### src/rtl/pe_bypass_hist.sv
// pe_bypass_hist
// Operand bypass network between the IF-stage RF read and the ID stage of a PE.
// Each operand is resolved in this order:
//   1. an explicitly requested EX source
//   2. the write-back happening this cycle
//   3. the newest matching entry of a small write-back history
//   4. the RF read data
// The resolved operands then go through the neighbour/CP select, the immediate
// select and the RSUBI swap, and are registered into the ID stage. The ID
// registers support stall (hold with write-back refresh) and flush.
//
// Ports
//   iClk, iReset                     clock, asynchronous active-high reset
//   iStall, iFlush                   hold / kill ID-stage registers (flush wins)
//   iIF_Valid                        instruction presented this cycle
//   iWB_RF_Write_En/Addr/Data        RF write-back port
//   iIF_RF_Read_Addr_A/B             RF read addresses
//   iIF_BP_Bypass_Read_A/B, _Sel_A/B explicit EX bypass request and source index
//   iIF_BP_Select_Imm, iID_BP_Immediate, iID_BP_Is_SUB   immediate select / RSUBI
//   iRF_BP_Read_Data_A/B             RF read data
//   iEX_BP_Src_Data                  packed EX sources, source k at [k*DATA_W +: DATA_W]
//   iData_Selection                  10 left, 01 right, 11 CP, 00 own operand A
//   iLeft/iRight_PE_Port1_Data, iCP_Data   neighbour and CP broadcast data
//   oPE_Port1_Data                   combinational resolved A (before neighbour select)
//   oBP_ID_Valid, oBP_ID_Operand_A/B registered valid and operands
//   oBP_ID_LSU_Store_Data            registered resolved B (before imm select and swap)

module pe_bypass_hist #(
    parameter int DATA_W      = 32,
    parameter int RF_IDX_W    = 5,
    parameter int NUM_SRC     = 4,
    parameter int SEL_W       = 2,
    parameter int HIST_DEPTH  = 2,
    parameter int NO_BP_BELOW = 2
) (
    input  logic                      iClk,
    input  logic                      iReset,
    input  logic                      iStall,
    input  logic                      iFlush,
    input  logic                      iIF_Valid,
    input  logic                      iWB_RF_Write_En,
    input  logic [RF_IDX_W-1:0]       iWB_RF_Write_Addr,
    input  logic [DATA_W-1:0]         iWB_RF_Write_Data,
    input  logic [RF_IDX_W-1:0]       iIF_RF_Read_Addr_A,
    input  logic [RF_IDX_W-1:0]       iIF_RF_Read_Addr_B,
    input  logic                      iIF_BP_Bypass_Read_A,
    input  logic                      iIF_BP_Bypass_Read_B,
    input  logic [SEL_W-1:0]          iIF_BP_Bypass_Sel_A,
    input  logic [SEL_W-1:0]          iIF_BP_Bypass_Sel_B,
    input  logic                      iIF_BP_Select_Imm,
    input  logic [DATA_W-1:0]         iID_BP_Immediate,
    input  logic                      iID_BP_Is_SUB,
    input  logic [DATA_W-1:0]         iRF_BP_Read_Data_A,
    input  logic [DATA_W-1:0]         iRF_BP_Read_Data_B,
    input  logic [NUM_SRC*DATA_W-1:0] iEX_BP_Src_Data,
    input  logic [1:0]                iData_Selection,
    input  logic [DATA_W-1:0]         iLeft_PE_Port1_Data,
    input  logic [DATA_W-1:0]         iRight_PE_Port1_Data,
    input  logic [DATA_W-1:0]         iCP_Data,
    output logic [DATA_W-1:0]         oPE_Port1_Data,
    output logic                      oBP_ID_Valid,
    output logic [DATA_W-1:0]         oBP_ID_Operand_A,
    output logic [DATA_W-1:0]         oBP_ID_Operand_B,
    output logic [DATA_W-1:0]         oBP_ID_LSU_Store_Data
);

    localparam logic [RF_IDX_W-1:0] NO_BP_IDX = RF_IDX_W'(NO_BP_BELOW);

    logic [DATA_W-1:0]   src_arr   [NUM_SRC];
    logic [RF_IDX_W-1:0] hist_addr [HIST_DEPTH];
    logic [DATA_W-1:0]   hist_data [HIST_DEPTH];
    logic [HIST_DEPTH-1:0] hist_vld;

    // Writes to the low indices (r0, r1) are never forwarded from WB or history.
    logic wb_push;
    assign wb_push = iWB_RF_Write_En && (iWB_RF_Write_Addr >= NO_BP_IDX);

    always_comb begin
        for (int k = 0; k < NUM_SRC; k++) begin
            src_arr[k] = iEX_BP_Src_Data[k*DATA_W +: DATA_W];
        end
    end

    // History shift register, entry 0 newest. Keeps running while stalled.
    // A flush drops every old entry, but a write in the same cycle still lands.
    always_ff @(posedge iClk or posedge iReset) begin
        if (iReset) begin
            hist_vld <= '0;
            for (int i = 0; i < HIST_DEPTH; i++) begin
                hist_addr[i] <= '0;
                hist_data[i] <= '0;
            end
        end else if (wb_push) begin
            for (int i = HIST_DEPTH-1; i > 0; i--) begin
                hist_addr[i] <= hist_addr[i-1];
                hist_data[i] <= hist_data[i-1];
                hist_vld[i]  <= iFlush ? 1'b0 : hist_vld[i-1];
            end
            hist_addr[0] <= iWB_RF_Write_Addr;
            hist_data[0] <= iWB_RF_Write_Data;
            hist_vld[0]  <= 1'b1;
        end else if (iFlush) begin
            hist_vld <= '0;
        end
    end

    // Later assignments override earlier ones, so the code runs from the
    // lowest priority source up to the highest.
    function automatic logic [DATA_W-1:0] resolve(
        input logic [RF_IDX_W-1:0] addr,
        input logic                bp,
        input logic [SEL_W-1:0]    sel,
        input logic [DATA_W-1:0]   rf_data
    );
        logic [DATA_W-1:0] r;
        r = rf_data;
        for (int i = HIST_DEPTH-1; i >= 0; i--) begin
            if (hist_vld[i] && (hist_addr[i] == addr)) begin
                r = hist_data[i];
            end
        end
        if (wb_push && (iWB_RF_Write_Addr == addr)) begin
            r = iWB_RF_Write_Data;
        end
        if (bp) begin
            // An out-of-range select falls back to source 0.
            r = src_arr[0];
            for (int k = 0; k < NUM_SRC; k++) begin
                if (int'(sel) == k) begin
                    r = src_arr[k];
                end
            end
        end
        return r;
    endfunction

    logic [DATA_W-1:0]   res_a, res_b, a_n, b_i;
    logic                a_n_rf, b_i_rf, swap;
    logic [DATA_W-1:0]   nxt_a, nxt_b;
    logic                nxt_a_rf, nxt_b_rf;
    logic [RF_IDX_W-1:0] nxt_a_addr, nxt_b_addr;

    always_comb begin
        res_a = resolve(iIF_RF_Read_Addr_A, iIF_BP_Bypass_Read_A, iIF_BP_Bypass_Sel_A,
                        iRF_BP_Read_Data_A);
        res_b = resolve(iIF_RF_Read_Addr_B, iIF_BP_Bypass_Read_B, iIF_BP_Bypass_Sel_B,
                        iRF_BP_Read_Data_B);

        case (iData_Selection)
            2'b10:   a_n = iLeft_PE_Port1_Data;
            2'b01:   a_n = iRight_PE_Port1_Data;
            2'b11:   a_n = iCP_Data;
            default: a_n = res_a;
        endcase
        // Only values that came from the RF side (RF, WB or history) may be
        // refreshed by a later write-back during a stall.
        a_n_rf = !iIF_BP_Bypass_Read_A && (iData_Selection == 2'b00);

        b_i    = iIF_BP_Select_Imm ? iID_BP_Immediate : res_b;
        b_i_rf = !iIF_BP_Bypass_Read_B && !iIF_BP_Select_Imm;

        swap       = iID_BP_Is_SUB && iIF_BP_Select_Imm;
        nxt_a      = swap ? b_i                : a_n;
        nxt_a_rf   = swap ? b_i_rf             : a_n_rf;
        nxt_a_addr = swap ? iIF_RF_Read_Addr_B : iIF_RF_Read_Addr_A;
        nxt_b      = swap ? a_n                : b_i;
        nxt_b_rf   = swap ? a_n_rf             : b_i_rf;
        nxt_b_addr = swap ? iIF_RF_Read_Addr_A : iIF_RF_Read_Addr_B;
    end

    assign oPE_Port1_Data = res_a;

    logic                held_a_rf, held_b_rf, held_sd_rf;
    logic [RF_IDX_W-1:0] held_a_addr, held_b_addr, held_sd_addr;

    always_ff @(posedge iClk or posedge iReset) begin
        if (iReset) begin
            oBP_ID_Valid          <= 1'b0;
            oBP_ID_Operand_A      <= '0;
            oBP_ID_Operand_B      <= '0;
            oBP_ID_LSU_Store_Data <= '0;
            held_a_rf             <= 1'b0;
            held_b_rf             <= 1'b0;
            held_sd_rf            <= 1'b0;
            held_a_addr           <= '0;
            held_b_addr           <= '0;
            held_sd_addr          <= '0;
        end else if (iFlush) begin
            oBP_ID_Valid          <= 1'b0;
            oBP_ID_Operand_A      <= '0;
            oBP_ID_Operand_B      <= '0;
            oBP_ID_LSU_Store_Data <= '0;
            held_a_rf             <= 1'b0;
            held_b_rf             <= 1'b0;
            held_sd_rf            <= 1'b0;
        end else if (!iStall) begin
            oBP_ID_Valid          <= iIF_Valid;
            oBP_ID_Operand_A      <= nxt_a;
            oBP_ID_Operand_B      <= nxt_b;
            oBP_ID_LSU_Store_Data <= res_b;
            held_a_rf             <= nxt_a_rf;
            held_b_rf             <= nxt_b_rf;
            held_sd_rf            <= !iIF_BP_Bypass_Read_B;
            held_a_addr           <= nxt_a_addr;
            held_b_addr           <= nxt_b_addr;
            held_sd_addr          <= iIF_RF_Read_Addr_B;
        end else begin
            // Stalled: hold, but keep RF-sourced operands coherent with new writes.
            if (wb_push && held_a_rf && (iWB_RF_Write_Addr == held_a_addr)) begin
                oBP_ID_Operand_A <= iWB_RF_Write_Data;
            end
            if (wb_push && held_b_rf && (iWB_RF_Write_Addr == held_b_addr)) begin
                oBP_ID_Operand_B <= iWB_RF_Write_Data;
            end
            if (wb_push && held_sd_rf && (iWB_RF_Write_Addr == held_sd_addr)) begin
                oBP_ID_LSU_Store_Data <= iWB_RF_Write_Data;
            end
        end
    end

endmodule

### config.mk
export PLATFORM = sky130hd
export DESIGN_NAME = pe_bypass_hist
export DESIGN_NICKNAME = d
export VERILOG_FILES = /design/src/rtl/pe_bypass_hist.sv
export SDC_FILE = /design/constraint.sdc
export NUM_CORES = 1
export LEC_CHECK = 0
export BUFFER_PORTS_ARGS = -buffer_cell sky130_fd_sc_hd__buf_4
export CAP_MARGIN = 0
export CORE_MARGIN = 2
export CORE_UTILIZATION = 25
export CTS_CLUSTER_SIZE = 16
export DETAILED_ROUTE_END_ITERATION = 7
export PLACE_DENSITY = 0.58
export SLEW_MARGIN = 20
export SYNTH_ARGS = -nofsm -noshare
export SYNTH_HDL_FRONTEND = slang
export SYNTH_SLANG_ARGS = --single-unit
### constraint.sdc
create_clock -name iClk -period 5.1 [get_ports iClk]
set_input_delay 0.255 -clock iClk [delete_from_list [all_inputs] [get_ports iClk]]
set_output_delay 0.255 -clock iClk [all_outputs]
set_load 0.01 [all_outputs]
# Word level (Yosys, flattened, before mapping)
# Cells that the tools add are included.
[totals]
ff_bits = 191
input_bits = 383
out_inout_bits = 129
elab_cells = 104
[classes]
n_lt_le_gt_ge = 1
eq_ne = 22
muxes = 42
n_bitwise = 2
n_reduce_logical = 22
[op_table]
columns = ["op", "n"]
rows = [
  ["32-bit two-way mux", 26],
  ["32-bit one-hot mux with 3 select lines", 1],
  ["5-bit == test", 9],
  ["1-bit logical AND", 16],
  ["2-bit == test, second input constant", 6],
  ["1-bit two-way mux", 11],
  ["5-bit two-way mux", 2],
  ["3-bit by 1-bit != test with 1-bit output, second input constant", 3],
  ["2-bit by 1-bit == test with 1-bit output, second input constant", 3],
  ["5-bit by 2-bit greater-or-equal comparator with 1-bit output, second input constant", 1],
  ["2-bit two-way mux", 2],
  ["1-bit zero test", 3],
  ["2-bit zero test", 1],
  ["2-bit by 1-bit != test with 1-bit output, second input constant", 1],
  ["1-bit NOT", 2],
  ["2-bit AND reduction", 1],
  ["2-bit nonzero test", 1],
]

# Depth between registers and ports, before layout
[logic_depth]
depth_word = 10
depth_mapped = 9
mapped_depth_nobuf = 6

# Worst setup path before layout
# OpenSTA, ideal clock, no wires.
[synth_path]
path_kind = "in2out"
startpoint = "input iWB_RF_Write_Addr[1]"
endpoint = "output oPE_Port1_Data[10]"
t_arrival_ns = 1.825
required_time_ns = 4.845
path_slack_ns = 3.020
stages = 7
n_path_buf = 2
path_cell_list = "buf_2 -> o41a_1 -> nand2_1 -> nor3_1 -> clkbuf_1 -> a22o_1 -> or2_2"
[synth_via]
elab_chain_len = 5
elab_cells_between_ends = 6
classes_between = "order compare: 1; eq/ne: 1; mux: 2; reduce/logical: 2"
[synth_lines]
columns = ["item", "line_no", "rtl"]
rows = [
  ["start, declared", "42", "input logic [RF_IDX_W-1:0] iWB_RF_Write_Addr,"],
  ["5-bit by 2-bit greater-or-equal comparator with 1-bit output", "76", "assign wb_push = iWB_RF_Write_En && (iWB_RF_Write_Addr >= NO_BP_IDX);"],
  ["1-bit logical AND", "76", ""],
  ["1-bit logical AND *", "122", "if (wb_push && (iWB_RF_Write_Addr == addr)) begin"],
  ["32-bit two-way mux *", "122", ""],
  ["32-bit two-way mux *", "125", "if (bp) begin"],
  ["end, declared", "60", "output logic [DATA_W-1:0] oPE_Port1_Data,"],
]
# Every way passes the cells marked *; elsewhere a longest branch is shown, timed or not.

# Worst setup path in the final report
[layout_path]
startpoint = "register hist_vld[1]"
endpoint = "output oPE_Port1_Data[19]"
[layout_via]
elab_chain_len = 5
[layout_lines]
columns = ["item", "line_no", "rtl"]
rows = [
  ["start, declared", "72", "logic [HIST_DEPTH-1:0] hist_vld;"],
  ["start signal, assigned by index", "97", "hist_vld[i] <= iFlush ? 1'b0 : hist_vld[i-1];"],
  ["1-bit logical AND", "118", "if (hist_vld[i] && (hist_addr[i] == addr)) begin"],
  ["32-bit two-way mux (2 in a row)", "118", ""],
  ["32-bit two-way mux", "122", ""],
  ["32-bit two-way mux", "125", ""],
]
# No other way between the ends.

==> summary.md <==
| Metric | Value |
|---|---|
| Outcome | complete, no violations |
| Post-Synth Simple-Gate Area | 14.2% |
| Area delta synth->final | 32.8% |
| Fin. max-slew vios | 0 |
| Setup Buffers After CTS | 0 |
| Count leader, synth | nand2_1 |
| Tot GR Track Use | 25.2% |
| Worst-path clk slew | 70 ps |
| Worst reg-to-reg path cell count | 5 |
| RSZ-0062 raised after global routing | no |
| Via count | 17,194 |
| First DRT Iteration DRCs | 1,576 |
| Site Rows | 91 |
| Clock sink total | 191 |
| Global-route wire length before repair | 118 mm |
| Critical path launch point type | flop |
| Initial Util | 25.2% |
| GPL Wtd Cong | 0.864 |
| Synth async-reset ratio | 100% |
| Post-Synthesis Cells | 1,743 |
| Max cap viols | 0 |
| Area leader, netlist | dfrtp_1 |
| Crit-path cells | nand2b_2, o21ai_0, a311oi_2, or2_2, buf_4 |
| Root Driver | clkbuf_16 |
| Max Clock Skew | 12.9 ps |
| Vias in the first global route | 17,523 |
| Post-DRT Antenna Nets | 0 |
| Final Cycle Share | 76.4% |
| TritonRoute pass-1 iters | 5 |
| Clock Path Buffers | 2 |
| Lkg Pwr | 9.16 nW |
| IO buf count | 511 |
| Synth Area per Inst | 8.91 um^2 |
| Area contributors post-synth | dfrtp_1, mux4_2, nand2_1 |
| Hold WC Path Type | primary input to flop |
| Via density | 5.78 |
| Power share of the clock group | 27.7% |
| Worst path max stage delay | 940 ps |
| Post-synthesis compound-gate area fraction | 30.7% |
| TritonCTS Buffers | 17 |
| Pwr Total | 4.96 mW |
| Int Pwr | 3.11 mW |
| Slew @ Worst Pin | 1160 ps |
| Largest family of logic cells by synthesized area | compound AO/OA/AOI/OAI gates |
| Synth top area share | 30.8% |
| Max FO, Critical Path | 32 |
| Commonest cells in the synthesized netlist | nand2_1, dfrtp_1, clkbuf_1 |
| Seq/Total Area, Yosys | 30.8% |
| Worst skew pair latency | 510 ps |
| Switch share | 37.4% |
| Fmax | 0.257 GHz |
| Utilization after layout | 33.5% |
| Fin. Hold Viols | 0 |
| Synth unique cells | 61 |
| Diodes inserted | 0 |
| Worst endpoint required time | 4850 ps |
| Total grt overflow | 0 |
| Share of cells above drive strength 1 | 37.1% |
| Routed wire length per instance | 27.8 um |
| Pre-CTS setup slack | 1820 ps |
| CTS tree | yes |
| Nets | 2,509 |
| Yosys warning total | 0 |
| Critical path capture point type | output port |
| Die area | 0.0642 mm^2 |
| Drt drc | 0 |
| Largest net degree at the start of global routing | 109 |
| Slowest stage cell, crit path | dfrtp_2 |
| Mapped Nets | 2,126 |
| Worst Path Class, Setup | flop to output port |
| Core Area | 0.0616 mm^2 |
| Initial antenna violation count | 3 |
| Synth Register Bits | 191 |
| Chip width | 253 um |
| Hold Crit Depth | 3 |
| Mux contribution to synthesized area | 14.8% |
| Chip height | 253 um |
| Setup TNS | 0 ps |
| Post-synth EDFFs | 0 |
| Worst vdd rail ir drop | 0.283 mV |
| Final min period | 3900 ps |
| Post-Synth XOR/XNOR Area | 2.59% |
| H-tree lvl count | 4 |
| Final wirelength | 82.8 mm |
| Hpwl dp | 56.1 mm |
| Critical path arrival | 3640 ps |
| Worst rel slew slack | 22.5% |
| Setup violations, final | 0 |
| Synth Flop Type | dfrtp_1 |
| Post-cts sizing count | 0 |
| Flop pwr share | 37.0% |
| Logic pwr share | 35.3% |
| Synth Area in Adders | 0% |
| Cell area after synthesis | 0.0155 mm^2 |
| Sw Pwr | 1.85 mW |
| Final setup margin | 1200 ps |
| Io pins | 512 |
| PD cells | 240 mW/mm^2 |
-- per-stage QoR --
step | cell area, um^2 | std cells | hold WS (ps)
floorplan | 15500 | 1743 | 365
global placement | 20000 | 2937 | 356
detailed placement | 20000 | 2937 | 366
CTS | 20600 | 2976 | 1.11
global route | 20600 | 2976 | 12.7
finish | 20600 | 2976 | 29.8
-- cell type report --
class	instances	area (um^2)
Fill cell	6336	41000
Multi-Input combinational cell	1291	9810
Sequential cell	191	4780
Timing Repair Buffer	548	4150
Tap cell	837	1050
Clock buffer	20	467
Inverter	77	293
Clock inverter	12	87.6
-- metal layers --
| layer | up-vias | share of wire (%) | wire length, um | track usage, % |
|---|---|---|---|---|
| met4 | 6 | 4.0 | 3310 | 11.3 |
| met3 | 214 | 9.1 | 7560 | 6.37 |
| met1 | 8561 | 39 | 32700 | 30.8 |
| met2 | 1101 | 47 | 39200 | 41.9 |
| met5 | - | 0.046 | 38 | 0 |
| li1 | 7312 | - | - | - |
-- power by group through the flow --
stage	Combinational [mW]	Sequential, mW	Clock, mW
3_5_place_dp	1.73	1.86	0
2_1_floorplan	0.882	1.85	0
4_1_cts	1.74	1.83	1.42
5_1_grt	1.86	1.86	1.47
6_report	1.75	1.84	1.37
3_3_place_gp	1.70	1.85	0
-- worst paths after layout --
check	start	end	slack [ps]
min in group asynchronous	iReset	oBP_ID_Operand_A[29]	390
setup reg to reg	hist_vld[1]	oBP_ID_Operand_B[12]	1860
max in group asynchronous	iReset	oBP_ID_Operand_A[15]	3400
hold / removal	iWB_RF_Write_Addr[0]	hist_addr[5]	30
hold reg to reg	hist_data[21]	hist_data[21]	510
setup / recovery	hist_vld[1]	oPE_Port1_Data[19]	1200
-- critical path: cells and delay by family (launching register included) --
kind / cells / cell delay, ps
flip-flops: 1 / 940
AO/OA/AOI/OAI: 2 / 870
AND/OR/NAND/NOR: 2 / 1130
buffers and inverters: 1 / 150
-- timing repair --
| action | 4_1_cts | 5_1_grt |
|---|---|---|
| endpoints found under the setup margin | 0 | 0 |
| endpoints found under the hold margin | 27 | 0 |
| hold buffers | 7 | 0 |
-- state kept, by name, summed over array words and instances, names as in the netlist --
| register | count |
|---|---|
| oBP_ID_Operand_B | 32 |
| oBP_ID_Operand_A | 32 |
| held_a_rf | 1 |
| hist_data | 64 |
| held_sd_addr | 5 |
| held_b_rf | 1 |
| oBP_ID_Valid | 1 |
| hist_vld | 2 |
| held_b_addr | 5 |
| hist_addr | 10 |
| oBP_ID_LSU_Store_Data | 32 |
| held_a_addr | 5 |
| held_sd_rf | 1 |
-- cells in the final DEF, fill, tap and decap left out, drive strengths merged, types with 25 or more instances in the layout --
| master | n |
|---|---|
| a211oi | 31 |
| a21o | 29 |
| a21oi | 112 |
| a221oi | 83 |
| a22o | 37 |
| a22oi | 26 |
| a311oi | 34 |
| buf | 541 |
| dfrtp | 191 |
| inv | 77 |
| mux2i | 75 |
| mux4 | 64 |
| nand2 | 214 |
| nand3 | 39 |
| nor2 | 107 |
| nor2b | 35 |
| nor3 | 45 |
| o21ai | 148 |
| o221ai | 59 |
| o31a | 25 |
| or2 | 32 |
| xnor2 | 43 |
-- cells by family after synthesis --
logic type,after synthesis
xor+xnor,45
simple gates,492
compound gates,606
mux,148
buf+inv,261
flops,191
Power figures use the tool's default switching activity.
